===== src/rtl/trap_sequencer_if.sv =====
// Bundle of all pipeline-side and CSR-file-side signals of the trap sequencer.
//   master : the sequencer itself. It receives pipeline requests and CSR read data,
//            and drives the CSR file port, the stall and the redirect.
//   slave  : the surrounding pipeline / CSR file (or a testbench standing in for them).
interface trap_sequencer_if;
  // pipeline Zicsr access
  logic        csr_instr_valid;
  logic [11:0] csr_instr_addr;
  logic [31:0] csr_instr_wdata;
  logic [1:0]  csr_instr_mode;
  logic [31:0] csr_instr_rdata;
  // trap / return requests
  logic        trap_valid;
  logic [31:0] trap_pc;
  logic [31:0] trap_cause;
  logic [31:0] trap_tval;
  logic        mret_valid;
  // CSR file port
  logic [11:0] csr_raddr;
  logic [31:0] csr_rdata;
  logic [31:0] csr_mstatus;
  logic [11:0] csr_waddr;
  logic [31:0] csr_wdata;
  logic        csr_w;
  logic [1:0]  csr_wsc_mode;
  // pipeline control
  logic        stall;
  logic        redirect_valid;
  logic [31:0] redirect_pc;

  modport master (
    input  csr_instr_valid, csr_instr_addr, csr_instr_wdata, csr_instr_mode,
    output csr_instr_rdata,
    input  trap_valid, trap_pc, trap_cause, trap_tval, mret_valid,
    output csr_raddr,
    input  csr_rdata, csr_mstatus,
    output csr_waddr, csr_wdata, csr_w, csr_wsc_mode,
    output stall, redirect_valid, redirect_pc
  );

  modport slave (
    output csr_instr_valid, csr_instr_addr, csr_instr_wdata, csr_instr_mode,
    input  csr_instr_rdata,
    output trap_valid, trap_pc, trap_cause, trap_tval, mret_valid,
    input  csr_raddr,
    output csr_rdata, csr_mstatus,
    input  csr_waddr, csr_wdata, csr_w, csr_wsc_mode,
    input  stall, redirect_valid, redirect_pc
  );
endinterface


===== src/rtl/trap_sequencer.sv =====
// Machine-mode trap / MRET sequencer in front of the CSR register file.
// Owns the CSR file's single read/write port. In IDLE it passes pipeline Zicsr
// accesses straight through; on a trap it writes mepc, mcause, mtval and mstatus
// on four consecutive cycles and then redirects fetch to mtvec; on MRET it rewrites
// mstatus and then redirects fetch to mepc.
// Ports:
//   clk  : clock, rising edge
//   rst  : asynchronous reset, active-high
//   bus  : trap_sequencer_if.master (pipeline requests, CSR file port, stall, redirect)
module trap_sequencer #(
  parameter logic [11:0] MSTATUS_ADDR = 12'h300,
  parameter logic [11:0] MTVEC_ADDR   = 12'h305,
  parameter logic [11:0] MEPC_ADDR    = 12'h341,
  parameter logic [11:0] MCAUSE_ADDR  = 12'h342,
  parameter logic [11:0] MTVAL_ADDR   = 12'h343
) (
  input  logic               clk,
  input  logic               rst,
  trap_sequencer_if.master   bus
);

  localparam logic [1:0] MODE_WRITE = 2'b01;

  typedef enum logic [2:0] {
    IDLE,
    T_EPC,
    T_CAUSE,
    T_TVAL,
    T_STAT,
    T_JUMP,
    R_STAT,
    R_JUMP
  } state_t;

  state_t      state;
  logic [31:0] pc_q;
  logic [31:0] cause_q;
  logic [31:0] tval_q;

  // Trap entry: MPIE <- MIE, MIE <- 0.
  function automatic logic [31:0] trap_mstatus(input logic [31:0] m);
    return (m & ~32'h0000_0088) | {24'h0, m[3], 7'h0};
  endfunction

  // MRET: MIE <- MPIE, MPIE <- 1.
  function automatic logic [31:0] mret_mstatus(input logic [31:0] m);
    return (m & ~32'h0000_0008) | {28'h0, m[7], 3'h0} | 32'h0000_0080;
  endfunction

  always_ff @(posedge clk or posedge rst) begin
    if (rst) begin
      state   <= IDLE;
      pc_q    <= '0;
      cause_q <= '0;
      tval_q  <= '0;
    end else begin
      case (state)
        IDLE: begin
          if (bus.trap_valid) begin
            pc_q    <= bus.trap_pc;
            cause_q <= bus.trap_cause;
            tval_q  <= bus.trap_tval;
            state   <= T_EPC;
          end else if (bus.mret_valid) begin
            state <= R_STAT;
          end
        end
        T_EPC:   state <= T_CAUSE;
        T_CAUSE: state <= T_TVAL;
        T_TVAL:  state <= T_STAT;
        T_STAT:  state <= T_JUMP;
        T_JUMP:  state <= IDLE;
        R_STAT:  state <= R_JUMP;
        R_JUMP:  state <= IDLE;
        default: state <= IDLE;
      endcase
    end
  end

  // Port steering. Only IDLE depends on live inputs; busy states ignore every request.
  always_comb begin
    bus.csr_raddr       = '0;
    bus.csr_instr_rdata = '0;
    bus.csr_waddr       = '0;
    bus.csr_wdata       = '0;
    bus.csr_w           = 1'b0;
    bus.csr_wsc_mode    = '0;
    bus.stall           = 1'b0;
    bus.redirect_valid  = 1'b0;
    bus.redirect_pc     = '0;
    case (state)
      IDLE: begin
        bus.csr_raddr       = bus.csr_instr_addr;
        bus.csr_instr_rdata = bus.csr_rdata;
        bus.csr_waddr       = bus.csr_instr_addr;
        bus.csr_wdata       = bus.csr_instr_wdata;
        bus.csr_wsc_mode    = bus.csr_instr_mode;
        // A trap or MRET accepted this cycle wins over the instruction's write.
        bus.csr_w           = bus.csr_instr_valid & ~bus.trap_valid & ~bus.mret_valid;
        bus.stall           = bus.trap_valid | bus.mret_valid;
      end
      T_EPC: begin
        bus.csr_waddr    = MEPC_ADDR;
        bus.csr_wdata    = pc_q;
        bus.csr_w        = 1'b1;
        bus.csr_wsc_mode = MODE_WRITE;
        bus.stall        = 1'b1;
      end
      T_CAUSE: begin
        bus.csr_waddr    = MCAUSE_ADDR;
        bus.csr_wdata    = cause_q;
        bus.csr_w        = 1'b1;
        bus.csr_wsc_mode = MODE_WRITE;
        bus.stall        = 1'b1;
      end
      T_TVAL: begin
        bus.csr_waddr    = MTVAL_ADDR;
        bus.csr_wdata    = tval_q;
        bus.csr_w        = 1'b1;
        bus.csr_wsc_mode = MODE_WRITE;
        bus.stall        = 1'b1;
      end
      T_STAT: begin
        bus.csr_waddr    = MSTATUS_ADDR;
        bus.csr_wdata    = trap_mstatus(bus.csr_mstatus);
        bus.csr_w        = 1'b1;
        bus.csr_wsc_mode = MODE_WRITE;
        bus.stall        = 1'b1;
      end
      T_JUMP: begin
        // Vectored-mode bits of mtvec are dropped; always jump to the base.
        bus.csr_raddr      = MTVEC_ADDR;
        bus.redirect_valid = 1'b1;
        bus.redirect_pc    = {bus.csr_rdata[31:2], 2'b00};
      end
      R_STAT: begin
        bus.csr_waddr    = MSTATUS_ADDR;
        bus.csr_wdata    = mret_mstatus(bus.csr_mstatus);
        bus.csr_w        = 1'b1;
        bus.csr_wsc_mode = MODE_WRITE;
        bus.stall        = 1'b1;
      end
      R_JUMP: begin
        bus.csr_raddr      = MEPC_ADDR;
        bus.redirect_valid = 1'b1;
        bus.redirect_pc    = bus.csr_rdata;
      end
      default: begin
        bus.csr_w = 1'b0;
      end
    endcase
  end

endmodule

===== src/flat_wrapper.sv =====
// flat-port wrapper written by rule: the top's interface ports become plain ports
module trap_sequencer_flat 
#(
  parameter logic [11:0] MSTATUS_ADDR = 12'h300,
  parameter logic [11:0] MTVEC_ADDR   = 12'h305,
  parameter logic [11:0] MEPC_ADDR    = 12'h341,
  parameter logic [11:0] MCAUSE_ADDR  = 12'h342,
  parameter logic [11:0] MTVAL_ADDR   = 12'h343
)
  (clk, rst, bus_csr_instr_valid, bus_csr_instr_addr, bus_csr_instr_wdata, bus_csr_instr_mode, bus_csr_instr_rdata, bus_trap_valid, bus_trap_pc, bus_trap_cause, bus_trap_tval, bus_mret_valid, bus_csr_raddr, bus_csr_rdata, bus_csr_mstatus, bus_csr_waddr, bus_csr_wdata, bus_csr_w, bus_csr_wsc_mode, bus_stall, bus_redirect_valid, bus_redirect_pc);
  trap_sequencer_if bus_i ();
  input  logic clk;
  input  logic rst;
  input wire logic [$bits(bus_i.csr_instr_valid)-1:0] bus_csr_instr_valid;
  input wire logic [$bits(bus_i.csr_instr_addr)-1:0] bus_csr_instr_addr;
  input wire logic [$bits(bus_i.csr_instr_wdata)-1:0] bus_csr_instr_wdata;
  input wire logic [$bits(bus_i.csr_instr_mode)-1:0] bus_csr_instr_mode;
  output wire logic [$bits(bus_i.csr_instr_rdata)-1:0] bus_csr_instr_rdata;
  input wire logic [$bits(bus_i.trap_valid)-1:0] bus_trap_valid;
  input wire logic [$bits(bus_i.trap_pc)-1:0] bus_trap_pc;
  input wire logic [$bits(bus_i.trap_cause)-1:0] bus_trap_cause;
  input wire logic [$bits(bus_i.trap_tval)-1:0] bus_trap_tval;
  input wire logic [$bits(bus_i.mret_valid)-1:0] bus_mret_valid;
  output wire logic [$bits(bus_i.csr_raddr)-1:0] bus_csr_raddr;
  input wire logic [$bits(bus_i.csr_rdata)-1:0] bus_csr_rdata;
  input wire logic [$bits(bus_i.csr_mstatus)-1:0] bus_csr_mstatus;
  output wire logic [$bits(bus_i.csr_waddr)-1:0] bus_csr_waddr;
  output wire logic [$bits(bus_i.csr_wdata)-1:0] bus_csr_wdata;
  output wire logic [$bits(bus_i.csr_w)-1:0] bus_csr_w;
  output wire logic [$bits(bus_i.csr_wsc_mode)-1:0] bus_csr_wsc_mode;
  output wire logic [$bits(bus_i.stall)-1:0] bus_stall;
  output wire logic [$bits(bus_i.redirect_valid)-1:0] bus_redirect_valid;
  output wire logic [$bits(bus_i.redirect_pc)-1:0] bus_redirect_pc;
  assign bus_i.csr_instr_valid = bus_csr_instr_valid;
  assign bus_i.csr_instr_addr = bus_csr_instr_addr;
  assign bus_i.csr_instr_wdata = bus_csr_instr_wdata;
  assign bus_i.csr_instr_mode = bus_csr_instr_mode;
  assign bus_csr_instr_rdata = bus_i.csr_instr_rdata;
  assign bus_i.trap_valid = bus_trap_valid;
  assign bus_i.trap_pc = bus_trap_pc;
  assign bus_i.trap_cause = bus_trap_cause;
  assign bus_i.trap_tval = bus_trap_tval;
  assign bus_i.mret_valid = bus_mret_valid;
  assign bus_csr_raddr = bus_i.csr_raddr;
  assign bus_i.csr_rdata = bus_csr_rdata;
  assign bus_i.csr_mstatus = bus_csr_mstatus;
  assign bus_csr_waddr = bus_i.csr_waddr;
  assign bus_csr_wdata = bus_i.csr_wdata;
  assign bus_csr_w = bus_i.csr_w;
  assign bus_csr_wsc_mode = bus_i.csr_wsc_mode;
  assign bus_stall = bus_i.stall;
  assign bus_redirect_valid = bus_i.redirect_valid;
  assign bus_redirect_pc = bus_i.redirect_pc;
  trap_sequencer #(.MSTATUS_ADDR(MSTATUS_ADDR), .MTVEC_ADDR(MTVEC_ADDR), .MEPC_ADDR(MEPC_ADDR), .MCAUSE_ADDR(MCAUSE_ADDR), .MTVAL_ADDR(MTVAL_ADDR)) u_core (.clk(clk), .rst(rst), .bus(bus_i));
endmodule

===== config.mk =====
export PLATFORM = sky130hd
export DESIGN_NAME = trap_sequencer_flat
export DESIGN_NICKNAME = d
export VERILOG_FILES = /design/src/rtl/trap_sequencer_if.sv /design/src/rtl/trap_sequencer.sv /design/src/flat_wrapper.sv
export SDC_FILE = /design/constraint.sdc
export NUM_CORES = 1
export LEC_CHECK = 0
export ABC_CLOCK_PERIOD_IN_PS = 4200
export CAP_MARGIN = 0
export CORE_AREA = 2 2 129 131
export DETAILED_ROUTE_END_ITERATION = 10
export DIE_AREA = 0 0 131 133
export PLACE_DENSITY = 0.81
export SLEW_MARGIN = 20
export SYNTH_ARGS = -nofsm -noshare
export SYNTH_HDL_FRONTEND = slang
export SYNTH_SLANG_ARGS = --single-unit

===== constraint.sdc =====
create_clock -name clk -period 4.2 [get_ports clk]
set_input_delay 0.63 -clock clk [delete_from_list [all_inputs] [get_ports clk]]
set_output_delay 0.63 -clock clk [all_outputs]
set_load 0.005 [all_outputs]

Word level (Yosys, flattened, before mapping)
Index checks and enable logic that the tools add are counted.
{"block": "op_classes", "n_eq_ne": 8, "mux": 12, "n_bitwise": 7, "reduce_logical": 5}
{"op": "32-bit one-hot mux with 6 select lines", "n": 1}
{"op": "32-bit one-hot mux with 2 select lines", "n": 1}
{"op": "12-bit one-hot mux with 5 select lines", "n": 1}
{"op": "12-bit one-hot mux with 3 select lines", "n": 1}
{"op": "32-bit 2-to-1 mux", "n": 1}
{"op": "32-bit by 4-bit OR with 32-bit output", "n": 1}
{"op": "32-bit by 8-bit OR with 32-bit output", "n": 1}
{"op": "3-bit one-hot mux with 7 select lines", "n": 1}
{"op": "3-bit equality test (second input constant)", "n": 4}
{"op": "3-bit by 2-bit equality test with 1-bit output (second input constant)", "n": 2}
{"op": "3-bit 2-to-1 mux", "n": 2}
{"op": "5-bit OR reduction", "n": 1}
{"op": "1-bit one-hot mux with 2 select lines", "n": 2}
{"op": "2-bit one-hot mux with 2 select lines", "n": 1}
{"op": "2-bit OR reduction", "n": 2}
{"op": "3-bit by 1-bit equality test with 1-bit output (second input constant)", "n": 1}
{"op": "3-bit zero test", "n": 1}
{"op": "3-bit inequality test (second input constant)", "n": 1}
{"op": "1-bit AND", "n": 2}
{"op": "1-bit inverter", "n": 2}
{"op": "2-bit AND reduction", "n": 1}
{"op": "1-bit 2-to-1 mux", "n": 1}
{"op": "1-bit OR", "n": 1}
{"block": "totals", "register_bits": 99, "elab_cells": 36}

Depth between registers and ports, before layout
{"block": "depth", "ltp_word": 4, "ltp_mapped": 7, "ltp_nobuf": 4}

Worst setup path after synthesis
Ideal clock, no wire load.
{"block": "synth_path", "path_kind": "reg-to-output", "start": "register u_core.state[1]", "end": "output bus_csr_wdata[0]", "arrival_ps": 1304, "required_time_ps": 3570, "setup_slack_ps": 2266, "path_stages_with_launch": 6, "path_buffers": 2, "cell_sequence": "dfrtp_1 -> buf_2 -> nor3b_1 -> clkbuf_1 -> a22oi_1 -> o21ai_0"}
{"block": "synth_via", "elab_chain_cells": 2, "elab_cells_between_ends": 7, "cone_classes": "eq/ne (5); mux (1); reduce/logical (1)"}
{"element": "start: declaration", "line_no": "trap_sequencer.sv:35", "text": "state_t state;"}
{"element": "start signal: assignment", "line_no": "trap_sequencer.sv:52", "text": "state <= IDLE;"}
{"element": "start signal: assignment", "line_no": "trap_sequencer.sv:63", "text": "state <= T_EPC;"}
{"element": "start signal: assignment", "line_no": "trap_sequencer.sv:65", "text": "state <= R_STAT;"}
{"element": "3-bit equality test, or another cell as far along", "line_no": "trap_sequencer.sv:91", "text": "case (state)"}
{"element": "32-bit one-hot mux with 6 select lines (*)", "line_no": "trap_sequencer.sv:91"}
{"element": "end: declaration", "line_no": "flat_wrapper.sv:28", "text": "output wire logic [$bits(bus_i.csr_wdata)-1:0] bus_csr_wdata;"}
Mark *: on every way between the ends. The rest lies on a longest branch, timed or not.

Final worst setup path
{"block": "layout_path", "start": "register u_core.state[2]", "end": "output bus_csr_wdata[19]"}
Same word-level chain as after synthesis.

==> impl_metrics.env <==
export IMPL_endpoint_kind="output pin"
export IMPL_p_leak_nw=3.807
export IMPL_synth_seq_area_share_pct=44.04
export IMPL_ant_nets=0
export IMPL_start_kind="flip-flop"
export IMPL_p_total_mw=5.897
export IMPL_max_cap_violations=0
export IMPL_nets=1016
export IMPL_holdWs_ps=483.2
export IMPL_vias_per_cell=4.950
export IMPL_synth_edf_count=0
export IMPL_r2r_setup_slack_ps=1650
export IMPL_rsz0062_at_grt="no"
export IMPL_cts_hold_buffers=0
export IMPL_fin_area_mm2=0.009397
export IMPL_ys_ff_latch=99
export IMPL_synth_largest_type_area_fraction_pct=44.04
export IMPL_maxSlewViolCount=0
export IMPL_overflow=0
export IMPL_cts_tree="done"
export IMPL_netlist_area_mm2=0.005625
export IMPL_avgSynthCellArea_um2=11.46
export IMPL_crit_path_max_incr_delay_ps=850
export IMPL_htree_levels=3
export IMPL_ioPinCount=336
export IMPL_tightest_slew_ps=852.0
export IMPL_setup_viol=0
export IMPL_critPathArrivalTime_ps=2980
export IMPL_drt_wl_total_um=20520
export IMPL_critical_path_class="flip-flop to output pin"
export IMPL_worstPathCellList="and3b_1, buf_4, a22oi_1, o21ai_0, clkdlybuf4s50_1"
export IMPL_fp_dieW_um=131
export IMPL_clockBufferDepth=2
export IMPL_yosysMostFrequentCell="dfrtp_1"
export IMPL_ctsRootBufferMaster="clkbuf_16"
export IMPL_slew_headroom_pct=43.20
export IMPL_grt_usage_pct=23.66
export IMPL_grt_pass1_wl_um=30820
export IMPL_area_growth_synth_to_final_pct=67.04
export IMPL_drc=0
export IMPL_clk_latency_ps=340
export IMPL_clock_skew_final_ps=7.559
export IMPL_p_per_area_mw_per_mm2=627.5
export IMPL_clk_transition_reported_paths_ps=70
export IMPL_gp_congestion=0.8689
export IMPL_period_needed_ps=3611
export IMPL_initial_utilization_pct=34.79
export IMPL_power_frac_seq_pct=30.4
export IMPL_dieArea_mm2=0.01742
export IMPL_post_route_period_util_pct=85.97
export IMPL_internal_power_mw=3.858
export IMPL_hp_class="flip-flop to flip-flop"
export IMPL_coreArea_mm2=0.01617
export IMPL_p_comb_share_pct=56.0
export IMPL_dr_pass1_iters=4
export IMPL_fin_tns_setup_ps=0
export IMPL_placed_cell_area_mm2=0.009111
export IMPL_synth_top_area_cell="dfrtp_1"
export IMPL_num_rows=47
export IMPL_required_ps=3570
export IMPL_synthArstFlopShare_pct=100.0
export IMPL_clkPwrFrac_pct=13.6
export IMPL_cts_resized=0
export IMPL_synthCells=491
export IMPL_drive_gt1_share_pct=15.06
export IMPL_dr_total_vias=5099
export IMPL_irDropWorstVdd_uv=363.7
export IMPL_synth_flop_cell="dfrtp_1"
export IMPL_hold_viol=0
export IMPL_synthTopCellsByCount="dfrtp_1, mux2_2, and2_1"
export IMPL_critical_path_slowest_cell="and3b_1"
export IMPL_antenna_found_initial=0
export IMPL_path_max_fanout=48
export IMPL_wl_per_cell_um=19.92
export IMPL_die_y_um=133
export IMPL_yosys_top_cells_area="dfrtp_1, mux2_2, mux2_1, and2_1, mux2i_1"
export IMPL_sw_frac_of_total_pct=34.58
export IMPL_ys_types=29
export IMPL_cts_setup_buffers=0
export IMPL_cts_sinks=99
export IMPL_grt_max_degree=60
export IMPL_cts_made_buffers=9
export IMPL_p_sw_mw=2.039
export IMPL_diodes=0
export IMPL_grt_pass1_vias=5389
export IMPL_place_ws_ps=884.4
export IMPL_run_status="finished, final reports clean"
export IMPL_yosys_warnings=0
export IMPL_synth_nets=702
export IMPL_dp_hpwl_um=16040
export IMPL_layout_setup_ws_ps=589.1
export IMPL_max_freq_ghz=0.2769
export IMPL_drt_iter0_markers=150
export IMPL_port_buffers=335
==> layout by cell type, fill, tap and decap left out, types with 2 or more instances in the layout <==
| master | n |
|---|---|
| and3b_1 | 2 |
| nor2_1 | 8 |
| dfrtp_1 | 96 |
| and2_1 | 48 |
| mux2i_1 | 30 |
| clkbuf_16 | 9 |
| a22oi_1 | 31 |
| and3_1 | 32 |
| buf_4 | 11 |
| a211oi_1 | 2 |
| inv_1 | 3 |
| inv_8 | 2 |
| o21ai_0 | 31 |
| clkinvlp_4 | 2 |
| nand2_1 | 10 |
| nor3_1 | 2 |
| dfrtp_2 | 2 |
| clkdlybuf4s50_1 | 335 |
| a21oi_1 | 8 |
| mux2_1 | 40 |
| o21a_1 | 3 |
| mux2_2 | 87 |
==> registers in the layout, summed over array words and instances (netlist names) <==
register / flops
u_core.cause_q: 32
u_core.tval_q: 32
u_core.state: 3
u_core.pc_q: 32
==> kinds of logic (layout without fill, tap and decap cells) <==
kind of cell,count (synthesis),count (layout),synth area share (%)
AND/OR/NAND/NOR,108,108,11.48
flip-flops,99,99,44.04
multiplexers,157,157,30.76
buffers and inverters,48,367,4.915
AO/OA/AOI/OAI,79,79,8.808
==> power groups by stage <==
| stage | Clock, mW | Combinational [mW] | Sequential, mW |
|---|---|---|---|
| 2_1_floorplan | 0 | 1.85 | 1.62 |
| 3_3_place_gp | 0 | 3.30 | 1.80 |
| 6_report | 0.800 | 3.30 | 1.79 |
| 4_1_cts | 0.822 | 3.35 | 1.79 |
| 5_1_grt | 0.858 | 3.60 | 1.86 |
| 3_5_place_dp | 0 | 3.34 | 1.81 |
==> critical path: cells and delay by family (launching register included) <==
family,cells,cell delay (ps)
buf+inv,2,870
simple gates,1,850
flops,1,680
compound gates,2,220
==> final timing paths <==
path                                   startpoint                  to  cells past startpoint
worst max-delay path              u_core.state[2]   bus_csr_wdata[19]                      5
worst min-delay path            u_core.cause_q[8]   u_core.cause_q[8]                      1
worst max register to register    u_core.state[0]   u_core.tval_q[29]                      5
worst min register to register  u_core.cause_q[8]   u_core.cause_q[8]                      1
max in group asynchronous                     rst   u_core.tval_q[13]                      3
min in group asynchronous                     rst  u_core.cause_q[11]                      2
==> per-stage QoR <==
| step | util (%) | cells |
|---|---|---|
| floorplan | - | 491 |
| global placement | 56.34 | 1014 |
| detailed placement | 56.34 | 1014 |
| CTS | 58.10 | 1030 |
| global route | 58.10 | 1030 |
| finish | 58.10 | 1030 |
==> routing by layer <==
| layer | vias up | GRT usage, % | part of all wire [%] |
|---|---|---|---|
| met5 | - | 0 | 0 |
| met4 | 0 | 8.156 | 3.1 |
| met3 | 37 | 6.510 | 7.7 |
| met2 | 206 | 42.89 | 52 |
| met1 | 2458 | 26.21 | 37 |
| li1 | 2398 | - | - |
==> layout make-up <==
cell class / instances / area (µm²)
multi-input combinational: 344 / 2879
timing repair buffer: 347 / 3456
clock inverter: 7 / 60.06
inverter: 4 / 17.52
tap: 220 / 275.3
fill: 1384 / 6775
sequential: 99 / 2484
clock buffer: 9 / 225.2
Note: power is estimated with default switching activity, not from simulation.
